[src/rtl/robo_controlador.sv]
// Left-hand-rule sequencing controller for the maze robot: one-hot actuator
// commands over valid/ready, with a move budget and multi-step right turns.
module robo_controlador #(
    parameter int CNT_W         = 8,
    parameter int SETTLE_CYCLES = 1,
    parameter int TURN_STEPS    = 3
) (
    input  logic             clock,
    input  logic             reset,
    input  logic             start,
    input  logic [CNT_W-1:0] max_moves,
    input  logic             head,
    input  logic             left,
    input  logic             under,
    input  logic             barrier,
    input  logic             act_ready,
    output logic             avancar,
    output logic             girar,
    output logic             remover,
    output logic             busy,
    output logic             done,
    output logic [CNT_W-1:0] move_count
);

    localparam int SW = (SETTLE_CYCLES > 1) ? $clog2(SETTLE_CYCLES) : 1;
    localparam int TW = (TURN_STEPS > 1) ? $clog2(TURN_STEPS) : 1;
    localparam logic [SW-1:0] SETTLE_LAST = SW'(SETTLE_CYCLES - 1);
    localparam logic [TW-1:0] TURN_LAST   = TW'(TURN_STEPS - 1);

    typedef enum logic [2:0] {IDLE, DECIDE, ISSUE, SETTLE, DONE} state_t;
    typedef enum logic {SEARCH, FOLLOW} mode_t;

    // Command bundle packed as {remover, girar, avancar}
    typedef struct packed {
        logic [2:0]    cmd;
        logic [TW-1:0] turn;
        logic          lt;
        mode_t         mode;
    } decision_t;

    localparam logic [2:0] CMD_AV  = 3'b001;
    localparam logic [2:0] CMD_GI  = 3'b010;
    localparam logic [2:0] CMD_REM = 3'b100;

    state_t         state;
    mode_t          mode;
    logic           lt_flag;
    logic [CNT_W-1:0] remaining;
    logic [TW-1:0]  turn_cnt;
    logic [SW-1:0]  settle_cnt;
    decision_t      dec;

    always_comb begin
        dec.cmd  = CMD_GI;
        dec.turn = '0;
        dec.lt   = lt_flag;
        dec.mode = mode;
        if (mode == SEARCH) begin
            if (under)              dec.cmd = CMD_REM;
            else if (!head)         dec.cmd = CMD_AV;
            else if (barrier)       dec.cmd = CMD_REM;
            else begin
                dec.turn = TURN_LAST;
                dec.mode = FOLLOW;
            end
        end else begin
            if (under)                  dec.cmd = CMD_REM;
            else if (!left && !lt_flag) dec.lt  = 1'b1;
            else if (!head) begin
                dec.cmd = CMD_AV;
                dec.lt  = 1'b0;
            end
            else if (barrier)           dec.cmd = CMD_REM;
            else begin
                dec.turn = TURN_LAST;
                dec.lt   = 1'b0;
            end
        end
    end

    always_ff @(posedge clock) begin
        if (!reset) begin
            state      <= IDLE;
            mode       <= SEARCH;
            lt_flag    <= 1'b0;
            remaining  <= '0;
            turn_cnt   <= '0;
            settle_cnt <= '0;
            avancar    <= 1'b0;
            girar      <= 1'b0;
            remover    <= 1'b0;
            busy       <= 1'b0;
            done       <= 1'b0;
            move_count <= '0;
        end else begin
            case (state)
                IDLE: if (start) begin
                    remaining  <= max_moves;
                    move_count <= '0;
                    mode       <= SEARCH;
                    lt_flag    <= 1'b0;
                    turn_cnt   <= '0;
                    if (max_moves == '0) begin
                        state <= DONE;
                        done  <= 1'b1;
                    end else begin
                        state <= DECIDE;
                        busy  <= 1'b1;
                    end
                end
                DECIDE: begin
                    {remover, girar, avancar} <= dec.cmd;
                    turn_cnt <= dec.turn;
                    lt_flag  <= dec.lt;
                    mode     <= dec.mode;
                    state    <= ISSUE;
                end
                ISSUE: if (act_ready) begin
                    {remover, girar, avancar} <= 3'b000;
                    if (move_count != '1)
                        move_count <= move_count + CNT_W'(1);
                    remaining <= remaining - CNT_W'(1);
                    // Budget can run out mid-turn; leftover turn steps are dropped
                    if (remaining == CNT_W'(1)) begin
                        state    <= DONE;
                        done     <= 1'b1;
                        busy     <= 1'b0;
                        turn_cnt <= '0;
                    end else begin
                        state      <= SETTLE;
                        settle_cnt <= SETTLE_LAST;
                    end
                end
                SETTLE: begin
                    if (settle_cnt != '0)
                        settle_cnt <= settle_cnt - SW'(1);
                    else if (turn_cnt != '0) begin
                        girar    <= 1'b1;
                        turn_cnt <= turn_cnt - TW'(1);
                        state    <= ISSUE;
                    end else
                        state <= DECIDE;
                end
                DONE: if (!start) begin
                    done  <= 1'b0;
                    state <= IDLE;
                end
                default: state <= IDLE;
            endcase
        end
    end

endmodule

[config.mk]
export PLATFORM = sky130hd
export DESIGN_NAME = robo_controlador
export DESIGN_NICKNAME = d
export VERILOG_FILES = /design/src/rtl/robo_controlador.sv
export SDC_FILE = /design/constraint.sdc
export NUM_CORES = 1
export LEC_CHECK = 0
export ABC_CLOCK_PERIOD_IN_PS = 2200
export BUFFER_PORTS_ARGS = -buffer_cell sky130_fd_sc_hd__buf_4
export CAP_MARGIN = 20
export CORE_MARGIN = 2
export CORE_UTILIZATION = 55
export DETAILED_ROUTE_END_ITERATION = 8
export GPL_ROUTABILITY_DRIVEN = 0
export PLACE_DENSITY = 0.77
export REMOVE_ABC_BUFFERS = 1
export SETUP_SLACK_MARGIN = 0.2
export SYNTH_ARGS = -nofsm -noshare
export SYNTH_HDL_FRONTEND = slang
export SYNTH_SLANG_ARGS = --single-unit
[constraint.sdc]
create_clock -name clock -period 2.2 [get_ports clock]
set_clock_uncertainty 0.1 [all_clocks]
set_input_delay 0.11 -clock clock [delete_from_list [all_inputs] [get_ports clock]]
set_output_delay 0.11 -clock clock [all_outputs]
set_load 0.05 [all_outputs]
Word level (Yosys, flattened, before mapping)
Index checks and enable logic that the tools add are counted.

Register bits after elaboration: 29. Latch bits: 0. Bits in writable memories: 0. ROM bits: 0. Output and inout port bits: 13. Logic and storage cells: 127. Memories kept: 0.

Add/sub/neg operators: 4. Multiply operators: 0. Div/mod/pow operators: 0. Magnitude comparators: 0. Eq/ne operators: 19. Shifts and indexed selects: 0. Mux-type cells: 68. Bitwise operators: 0. Reduce and logical (&&, ||, !) cells: 24.

Operator list (count): 2-to-1 mux 3 bit (16); 2-to-1 mux 8 bit (5); case mux 8 bit (2 select lines) (2); inequality test 2 bit, second input constant (12); 2-to-1 mux 1 bit (23); 2-to-1 mux 2 bit (10); case mux 3 bit (5 select lines) (1); case mux 1 bit (2 select lines) (6); AND reduction 4 bit (3); AND reduction 6 bit (2); 2-to-1 mux 5 bit (2); AND reduction 5 bit (2); nonzero test 2 bit (5); adder 8 x 1 -> 8 bit, second input constant (1); == test 8 x 1 -> 1 bit, second input constant (1); logical NOT 8 bit (1); inequality test 8 bit, second input constant (1); case mux 2 bit (4 select lines) (1); subtractor 8 x 1 -> 8 bit, second input constant (1); == test 3 x 2 -> 1 bit, second input constant (2); case mux 1 bit (3 select lines) (2); AND reduction 3 bit (2); nonzero test 3 bit (2); inequality test 4 bit, second input constant (1); other kinds (9) (11).

Longest topological paths before layout
Gate-level depths: netlist (run 1).

Word-level depth: 10. Mapped depth: 7. Gate-level depth less buffers: 6.

Least setup slack after synthesis (run 1)
No wires, ideal clock.

Path type: flip-flop to flip-flop. From: register move_count[0]. To: register move_count[2]. Data arrival time: 1.882 ns. Setup slack: 0.127 ns. Stages on the path, launching flop included: 5. Path buffers: 0. Cells stage by stage: dfxtp_1 > ha_1 > nand4_1 > o311a_1 > a311oi_1.

Cells in the longest elaborated chain, start to end: 4.

Ends and longest elaborated chain: start, declared (RTL line 22) `output logic [CNT_W-1:0] move_count`; start signal, assigned (RTL line 121) `move_count <= move_count + CNT_W'(1);`; adder 8 x 1 -> 8 bit (RTL line 121); 2-to-1 mux 8 bit (RTL line 120) `if (move_count != '1)`; 2-to-1 mux 8 bit (RTL line 118) `ISSUE: if (act_ready) begin`; case mux 8 bit (2 select lines) (RTL line 96) `case (state)`.

Several ways; a longest one is shown, not always the timed one. The select of a mux whose other input is x is not followed. A chain may end at the register's enable or synchronous reset.

Worst setup path in the final report (run 1)
Same ends and word-level chain as after synthesis.

==> results of run 1 <==
-- what timing repair did --
| item | 4_1_cts | 5_1_grt |
|---|---|---|
| gates resized for setup | 0 | 3 |
| hold endpoints to repair | 13 | 0 |
| setup endpoints to repair | 0 | 3 |
| setup buffers | 0 | 0 |
| hold buffers | 10 | 0 |
-- sequential cells by signal, summed over array words and instances, names as in the netlist --
| name | flops |
|---|---|
| avancar | 1 |
| busy | 1 |
| done | 1 |
| girar | 1 |
| lt_flag | 1 |
| mode | 1 |
| move_count | 8 |
| remaining | 8 |
| remover | 1 |
| state | 3 |
| turn_cnt | 2 |
-- how the worst max path moves through the flow --
| stage | from | end | slack (ns) | cells after the start |
|---|---|---|---|---|
| finish | move_count[0] | move_count[2] | 0.34 | 4 |
| global route | move_count[0] | move_count[2] | 0.21 | 4 |
| CTS | state[1] | move_count[6] | 0.30 | 4 |
| detailed placement | state[1] | move_count[6] | 0.34 | 4 |
| global placement | state[1] | move_count[6] | 0.38 | 4 |
| floorplan | move_count[0] | move_count[2] | 0.13 | 4 |
-- placed cells by master, fill, tap and decap left out, types with 5 or more instances in the layout --
cell type and count:
dfxtp_1 27, buf_4 35, nand2_1 21, dlygate4sd3_1 10, nor2_1 18, o22ai_1 5
inv_1 8, o21ai_0 7, a21oi_1 20, nor3_1 8
-- area by class of cell --
cell class | count | area [um^2]
multi-input cells | 162 | 1047
inverters | 8 | 30.03
well taps | 33 | 41.29
clock buffers | 3 | 22.52
repair buffers | 45 | 362.8
clock inverters | 1 | 30.03
fillers | 264 | 882.1
flip-flops and latches | 28 | 561.8
-- power groups by stage --
| stage | Clock, mW | Combinational (mW) | Sequential (mW) |
|---|---|---|---|
| finish | 0.338 | 1.21 | 0.732 |
| floorplan | 0 | 0.685 | 0.885 |
| global placement | 0 | 1.15 | 0.732 |
| CTS | 0.351 | 1.19 | 0.729 |
| global route | 0.368 | 1.33 | 0.752 |
| detailed placement | 0 | 1.17 | 0.740 |
-- worst max-delay path: stages (launching register included) --
cell and delay [ns]:
dfxtp_1 0.45, ha_1 0.29, nand4_1 0.22, o311a_1 0.44, a311oi_1 0.28
-- kinds of logic (layout without fill, tap and decap cells) --
family / count (synthesis) / in the layout / synth area share, %
AO/OA/AOI/OAI: 70 / 70 / 28.89
XOR/XNOR: 2 / 2 / 1.037
adder cells (fa/ha/maj): 4 / 4 / 2.963
buffers and inverters: 20 / 57 / 5.334
flip-flops: 28 / 28 / 33.19
multiplexers: 3 / 3 / 1.852
AND/OR/NAND/NOR: 83 / 83 / 26.74
-- per-stage QoR --
step	hold slack [ns]	instance area [um^2]	utilization [%]
after floorplan	0.1275	1629	-
after global placement	0.2818	1933	64.92
after detailed placement	0.3102	1933	64.92
after CTS	0.02745	2086	70.04
after global routing	0.04830	2096	70.38
final	0.03829	2096	70.38
-- routing by layer --
layer  vias up  GRT usage, %  part of all wire [%]
met1       826         34.37                    45
met4         0         9.091                   1.4
li1        862             -                     -
met3        10         3.930                   5.2
met2        61         38.78                    48
met5         -             0                     0
==> qor.yml, run 1 <==
setup_path:
  crit_fanout: 6
  arrival_ns: 2.01
  cp_data_required_time_ns: 2.36
  reg2reg_depth: 4
  regToRegSetupSlack_ns: 0.34
  cp-start-kind: "flip-flop"
  rr_endpoint: "move_count[2]"
  end_kind: "flip-flop"
  crit_type: "flip-flop to flip-flop"
  r2r_start: "move_count[0]"
sta:
  finalCritPeriodShare_pct: 84.42
  layout_setup_ws_ns: 0.3428
  hold_viol_final: 0
  relSlewSlack_pct: 69.64
  rsz0062_at_grt: "no"
  max_freq_ghz: 0.5385
  drv_slew: 0
  period_minus_slack_ns: 1.857
  fin_setup_tns_ns: 0
  setup-violations-final: 0
  worstMarginPinSlew_ns: 0.4545
power:
  p_seq_share_pct: 32.1
  p_int_mw: 1.292
  fin_total_pwr_mw: 2.284
  combPwrFrac_pct: 53.1
  switchingPower_uw: 992.5
  p_sw_share_pct: 43.45
  power.density_mw_per_mm2: 1090
  irDropWorstVdd_v: 0.0005938
  leakage_nw: 0.8367
  p_clk_share_pct: 14.8
clock_tree:
  worstSkewPairLatency_ns: 0.33
  cts_made_buffers: 3
  clock_path_buffers: 2
  cts_tree: "built"
  cts.sink_count: 28
  htree_levels: 1
  root_buffer: "clkbuf_4"
  path_clk_slew_ns: 0.15
final_layout:
  final_cells: 280
  flow.area_growth_from_synthesis_pct: 24.07
  fin_nets: 268
  n_antenna_cell: 0
  drive_gt1_share_pct: 20.65
floorplan:
  rows: 20
  die_x_um: 59.42
  die_area_mm2: 0.003530
  io_pins: 29
  initial_core_util_pct: 56.72
  die_h_um: 59.42
  coreArea_mm2: 0.002978
min_path:
  hold_start: "barrier"
  hold_class: "input pin to flip-flop"
  holdPathEnd: "mode"
  hold_path_depth: 4
routing:
  ant_nets: 0
  drc_errors: 0
  via_per_inst: 6.282
  avgRoutedWirePerCell_um: 14.88
  drtIter0Drc: 184
  first_pass_iters: 4
  via_count: 1759
  drt_wl_total_um: 4167
synthesis:
  synth_async_sr_flop_share_pct: 0
  synth-seq-cells: 28
  ys_types: 57
  syn_area_per_cell_um2: 8.043
  yosysSeqAreaShare_pct: 33.19
  synth_most_common_cell: "dfxtp_1"
  synth_edf_count: 0
  synth.area.top_cells: "dfxtp_1 33%, a21oi_1 5.9%, nand2_1 4.7%"
  synth_flop_cell: "dfxtp_1"
  synth.largest_area_cell: "dfxtp_1"
  synthCells: 210
  syn_area_mm2: 0.001689
  ys_warn_count: 0
  synth_top_area_share_pct: 33.19
  synthTopCellsByCount: "28 x dfxtp_1, 21 x nand2_1, 20 x a21oi_1"
global_routing:
  track_usage_pct: 24.81
  grt_remaining_overflow: 0
  antenna_found_initial: 0
  grt_max_degree: 18
  grt_pass1_vias: 1508
  grt_pass1_wl_um: 6755
status:
  status: "finished clean"
job:
  drv_cap: 0
place:
  port_buffers: 28
  dp_slack_ns: 0.3399
  post-place-cells: 266
  post-dp-hpwl_um: 3030
No activity file was read; power rests on OpenSTA's default activity.
==> run 2, diff against run 1 <==
--- a/config.mk
+++ b/config.mk
@@ -5,7 +5,7 @@
 export SDC_FILE = /design/constraint.sdc
 export NUM_CORES = 1
 export LEC_CHECK = 0
-export ABC_CLOCK_PERIOD_IN_PS = 2200
+export ABC_CLOCK_PERIOD_IN_PS = 1740
 export BUFFER_PORTS_ARGS = -buffer_cell sky130_fd_sc_hd__buf_4
 export CAP_MARGIN = 20
 export CORE_MARGIN = 2
==> constraint.sdc (replaced) <==
create_clock -name clock -period 1.74 [get_ports clock]
set_clock_uncertainty 0.1 [all_clocks]
set_input_delay 0.087 -clock clock [delete_from_list [all_inputs] [get_ports clock]]
set_output_delay 0.087 -clock clock [all_outputs]
set_load 0.05 [all_outputs]
==> qor.yml, run 2 (same netlist as run 1, synthesis figures left out) <==
setup_path:
  worstPathCellList: "ha_4 > nand4_1 > o311a_4 > a311oi_1"
  crit_type: "flip-flop to flip-flop"
  cp_data_required_time_ns: 1.92  # -0.44 ns
  critPathTopFamily: "compound AO/OA/AOI/OAI gates"
  crit_buf_inv: 0  # unchanged
  crit_fanout: 4  # -2
  cp-start-kind: "flip-flop"
  arrival_ns: 1.99  # -0.02 ns
  worstSetupPathDepth: 4  # unchanged
  reg2reg_depth: 4  # unchanged
  slowest_stage: "o311a_4"
  slowest_delay_ns: 0.50  # +0.05 ns
  end_kind: "flip-flop"
routing:
  drc_errors: 0  # unchanged
  via_count: 2319  # +32%
  ant_nets: 0  # unchanged
  drtIter0Drc: 449  # +140%
  via_per_inst: 7.339  # +17%
  first_pass_iters: 6  # +2
  avgRoutedWirePerCell_um: 25.66  # +72%
  drt_wl_total_um: 8109  # +95%
power:
  fin_total_pwr_mw: 4.346  # +90%
  power.density_mw_per_mm2: 1571  # +44%
  irDropWorstVdd_v: 0.001042  # +76%
  leakage_nw: 1.091  # +30%
sta:
  layout_setup_ws_ns: -0.07397  # -0.4168 ns
  fin_setup_tns_ns: -0.1695  # -0.1695 ns
  relSlewSlack_pct: 50.80  # -19 points
  period_minus_slack_ns: 1.814  # -0.04320 ns
  finalCritPeriodShare_pct: 104.3  # +20 points
  worstMarginPinSlew_ns: 0.7364  # +0.2819 ns
  max_freq_ghz: 0.5513  # +2.4%
  rsz0062_at_grt: "yes"
  hold_viol_final: 0  # unchanged
  drv_slew: 0  # unchanged
  setup-violations-final: 4  # +4
job:
  drv_cap: 0  # unchanged
final_layout:
  drive_gt1_share_pct: 47.35  # +27 points
  n_antenna_cell: 0  # unchanged
  mostFrequentLayoutCells: "52 x buf_4, 17 x nand2_1, 16 x nor2_1, 15 x a21oi_1, 15 x dfxtp_1"
  largestRegisters: "move_count (8), remaining (8), state (3)"
  final_common_cell: "buf_4"
  flow.area_growth_from_synthesis_pct: 63.78
  fin_nets: 304  # +13%
min_path:
  hold_path_depth: 4  # unchanged
  hold_class: "input pin to flip-flop"
floorplan:
  io_pins: 29  # unchanged
  die_area_mm2: 0.003530  # unchanged
  initial_core_util_pct: 56.72  # unchanged
  rows: 20  # unchanged
  coreArea_mm2: 0.002978  # unchanged
  die_x_um: 59.42  # unchanged
  die_h_um: 59.42  # unchanged
clock_tree:
  htree_levels: 1  # unchanged
  path_clk_slew_ns: 0.17  # +0.02 ns
  worstSkewPairLatency_ns: 0.36  # +0.03 ns
  cts_made_buffers: 3  # unchanged
  clock_path_buffers: 2  # unchanged
  cts.sink_count: 28  # unchanged
  root_buffer: "clkbuf_4"
  cts_tree: "built"
global_routing:
  grt_remaining_overflow: 0  # unchanged
  grt_max_degree: 17  # -1
  grt_pass1_wl_um: 8397  # +24%
  track_usage_pct: 31.57  # +6.8 points
  antenna_found_initial: 0  # unchanged
  grt_pass1_vias: 1821  # +21%
place:
  post-dp-hpwl_um: 3401  # +12%
  port_buffers: 28  # unchanged
status:
  status: "finished, violations left"
  violations: "setup timing"
-- run 2: what timing repair did --
item	CTS	global route
resized for setup	33	60
hold buffers	12	1
setup endpoints to repair	25	27
setup buffers	4	14
gates cloned	0	2
pin swaps	7	32
hold endpoints to repair	17	1
-- run 2: final timing paths --
check / slack (ns) / from / to
setup / recovery: -0.07 / move_count[0] / move_count[2]
setup reg to reg: -0.07 / move_count[0] / move_count[2]
hold / removal: 0.02 / max_moves[2] / remaining[2]
hold reg to reg: 0.39 / turn_cnt[1] / turn_cnt[1]
-- run 2: report_power, final --
part | internal (mW) | switching (mW)
sequential | 0.804 | 0.238
combinational | 1.30 | 1.53
clock | 0.233 | 0.235
-- run 2: tightest hold or removal path, cell delays in order --
cell	delay, ns
buf_4	0.09
and2_0	0.11
o21ai_1	0.05
a21oi_1	0.11
-- run 2: area by class of cell --
| class | count | area, um^2 |
|---|---|---|
| Tap cell | 33 | 41.29 |
| Fill cell | 107 | 211.5 |
| Multi-Input combinational cell | 162 | 1324 |
| Inverter | 8 | 33.78 |
| Timing Repair Buffer | 81 | 730.7 |
| Clock buffer | 3 | 22.52 |
| Clock inverter | 1 | 30.03 |
| Sequential cell | 28 | 584.3 |
-- run 2: layer usage --
| metal | vias up | track usage, % | wire length, um |
|---|---|---|---|
| met5 | - | 0 | 0 |
| met1 | 1090 | 38.14 | 2878 |
| met2 | 221 | 54.16 | 3804 |
| li1 | 936 | - | - |
| met4 | 0 | 15.26 | 489 |
| met3 | 72 | 4.803 | 936 |
-- run 2: stage by stage --
step	setup WS, ns	area [um^2]	cells	util, %	hold slack [ns]
detailed placement	-0.02283	2043	279	68.61	0.2777
floorplan	-0.3333	1629	198	-	0.1045
finish	-0.07397	2766	316	92.90	0.01767
CTS	0.05990	2366	299	79.45	0.0008128
global placement	0.04478	2043	279	68.61	0.2712
global route	-0.1235	2766	316	92.90	0.04328
==> run 3, diff against run 2 <==
--- a/config.mk
+++ b/config.mk
@@ -10,9 +10,12 @@
 export CAP_MARGIN = 20
 export CORE_MARGIN = 2
 export CORE_UTILIZATION = 55
+export CTS_CLUSTER_DIAMETER = 80
 export DETAILED_ROUTE_END_ITERATION = 8
 export GPL_ROUTABILITY_DRIVEN = 0
+export MAX_ROUTING_LAYER = met4
 export PLACE_DENSITY = 0.77
+export RECOVER_POWER = 100
 export REMOVE_ABC_BUFFERS = 1
 export SETUP_SLACK_MARGIN = 0.2
 export SYNTH_ARGS = -nofsm -noshare
==> qor.yml, run 3 (same netlist as run 1, synthesis figures left out) <==
routing:
  ant_nets: 0  # unchanged
  avgRoutedWirePerCell_um: 26.55  # +3.5%
  drt_wl_total_um: 8389  # +3.5%
  drc_errors: 0  # unchanged
  first_pass_iters: 6  # unchanged
  drtIter0Drc: 517  # +15%
  via_per_inst: 7.712  # +5.1%
  via_count: 2437  # +5.1%
sta:
  rsz0062_at_grt: "yes"
  finalCritPeriodShare_pct: 100.3  # -4.0 points
  worstMarginPinSlew_ns: 0.6250  # -0.1114 ns
  max_freq_ghz: 0.5730  # +3.9%
  fin_setup_tns_ns: -0.005157  # +0.1644 ns
  period_minus_slack_ns: 1.745  # -0.06882 ns
  relSlewSlack_pct: 58.24  # +7.4 points
  setup-violations-final: 1  # -3
  hold_viol_final: 0  # unchanged
  layout_setup_ws_ns: -0.005157  # +0.06882 ns
  drv_slew: 0  # unchanged
clock_tree:
  path_clk_slew_ns: 0.18  # about the same
  root_buffer: "clkbuf_4"
  cts_made_buffers: 3  # unchanged
  cts.sink_count: 28  # unchanged
  worstSkewPairLatency_ns: 0.37  # about the same
  clock_path_buffers: 2  # unchanged
  cts_tree: "built"
  htree_levels: 1  # unchanged
setup_path:
  cp_data_required_time_ns: 1.92  # about the same
  end_kind: "flip-flop"
  crit_type: "flip-flop to flip-flop"
  arrival_ns: 1.92  # -0.07 ns
  cp-start-kind: "flip-flop"
  reg2reg_depth: 5  # +1
  crit_fanout: 3  # -1
place:
  port_buffers: 28  # unchanged
  post-place-cells: 279  # unchanged
  post-dp-hpwl_um: 3401  # unchanged
  placedInstanceArea_mm2: 0.002043  # unchanged
final_layout:
  flow.area_growth_from_synthesis_pct: 61.93
  fin_area_mm2: 0.002735  # -1.1%
  fin_nets: 304  # unchanged
  n_antenna_cell: 0  # unchanged
  largestRegisters: "move_count (8), remaining (8), state (3)"
  final_cells: 316  # unchanged
  drive_gt1_share_pct: 44.88  # -2.5 points
  final_common_cell: "buf_4"
  mostFrequentLayoutCells: "44 x buf_4, 18 x nand2_1, 16 x nor2_1, 15 x a21oi_1, 15 x dfxtp_1"
global_routing:
  grt_max_degree: 17  # unchanged
  antenna_found_initial: 0  # unchanged
  grt_pass1_vias: 1815  # -0.33%
  grt_pass1_wl_um: 8418  # +0.25%
  grt_remaining_overflow: 0  # unchanged
  track_usage_pct: 32.49  # +0.93 points
power:
  power.density_mw_per_mm2: 1588  # +1.1%
  leakage_nw: 1.060  # -2.8%
  irDropWorstVdd_v: 0.001001  # -4.0%
  fin_total_pwr_mw: 4.343  # about the same
floorplan:
  die_area_mm2: 0.003530  # unchanged
  coreArea_mm2: 0.002978  # unchanged
  io_pins: 29  # unchanged
  die_x_um: 59.42  # unchanged
  initial_core_util_pct: 56.72  # unchanged
  die_h_um: 59.42  # unchanged
  rows: 20  # unchanged
status:
  status: "finished, violations left"
  violations: "setup timing"
job:
  drv_cap: 0  # unchanged
min_path:
  hold_class: "input pin to flip-flop"
  hold_path_depth: 4  # unchanged
[run 3: repair_timing]
action	in CTS	in global routing
cloned	0	2
resized for setup	33	59
pin swaps	7	29
setup endpoints to repair	25	27
hold buffers	12	1
endpoints found under the hold margin	17	1
setup buffers	4	14
[run 3: worst paths after layout]
path             endpoint    startpoint  slack (ns)
max          remaining[5]  remaining[1]      -0.005
min          remaining[7]  max_moves[7]        0.02
max reg2reg  remaining[5]  remaining[1]      -0.005
min reg2reg       remover       remover        0.37
[run 3: report_power, final]
group | internal (mW) | switching [mW]
Clock | 0.234 | 0.243
Combinational | 1.28 | 1.54
Sequential | 0.803 | 0.246
Total | 2.31 | 2.03
[run 3: critical path: stages (launching register included)]
cell and delay (ns):
dfxtp_2 0.37, buf_4 0.14, or3_1 0.42, o31a_1 0.27
o211ai_1 0.21, o21ai_0 0.13
[run 3: metal layers]
| layer | up-vias | routed length [um] | GRT usage [%] |
|---|---|---|---|
| li1 | 941 | - | - |
| met1 | 1105 | 2844 | 38.54 |
| met2 | 286 | 3811 | 53.85 |
| met3 | 105 | 1141 | 4.803 |
| met4 | 0 | 592 | 14.94 |
| met5 | - | 0 | - |
[run 3: cell type report]
type | count | area [um^2]
multi-input cells | 162 | 1321
repair buffers | 81 | 701.9
flip-flops and latches | 28 | 584.3
fillers | 115 | 242.7
well taps | 33 | 41.29
inverters | 8 | 33.78
clock inverters | 1 | 30.03
clock buffers | 3 | 22.52
[run 3: per-stage QoR]
step,utilization (%),hold slack [ns],worst slack [ns]
3_3_place_gp,68.61,0.2712,0.04478
2_1_floorplan,-,0.1045,-0.3333
4_1_cts,79.45,0.0008128,0.05990
3_5_place_dp,68.61,0.2777,-0.02283
5_1_grt,91.85,0.06301,-0.2472
6_report,91.85,0.02472,-0.005157
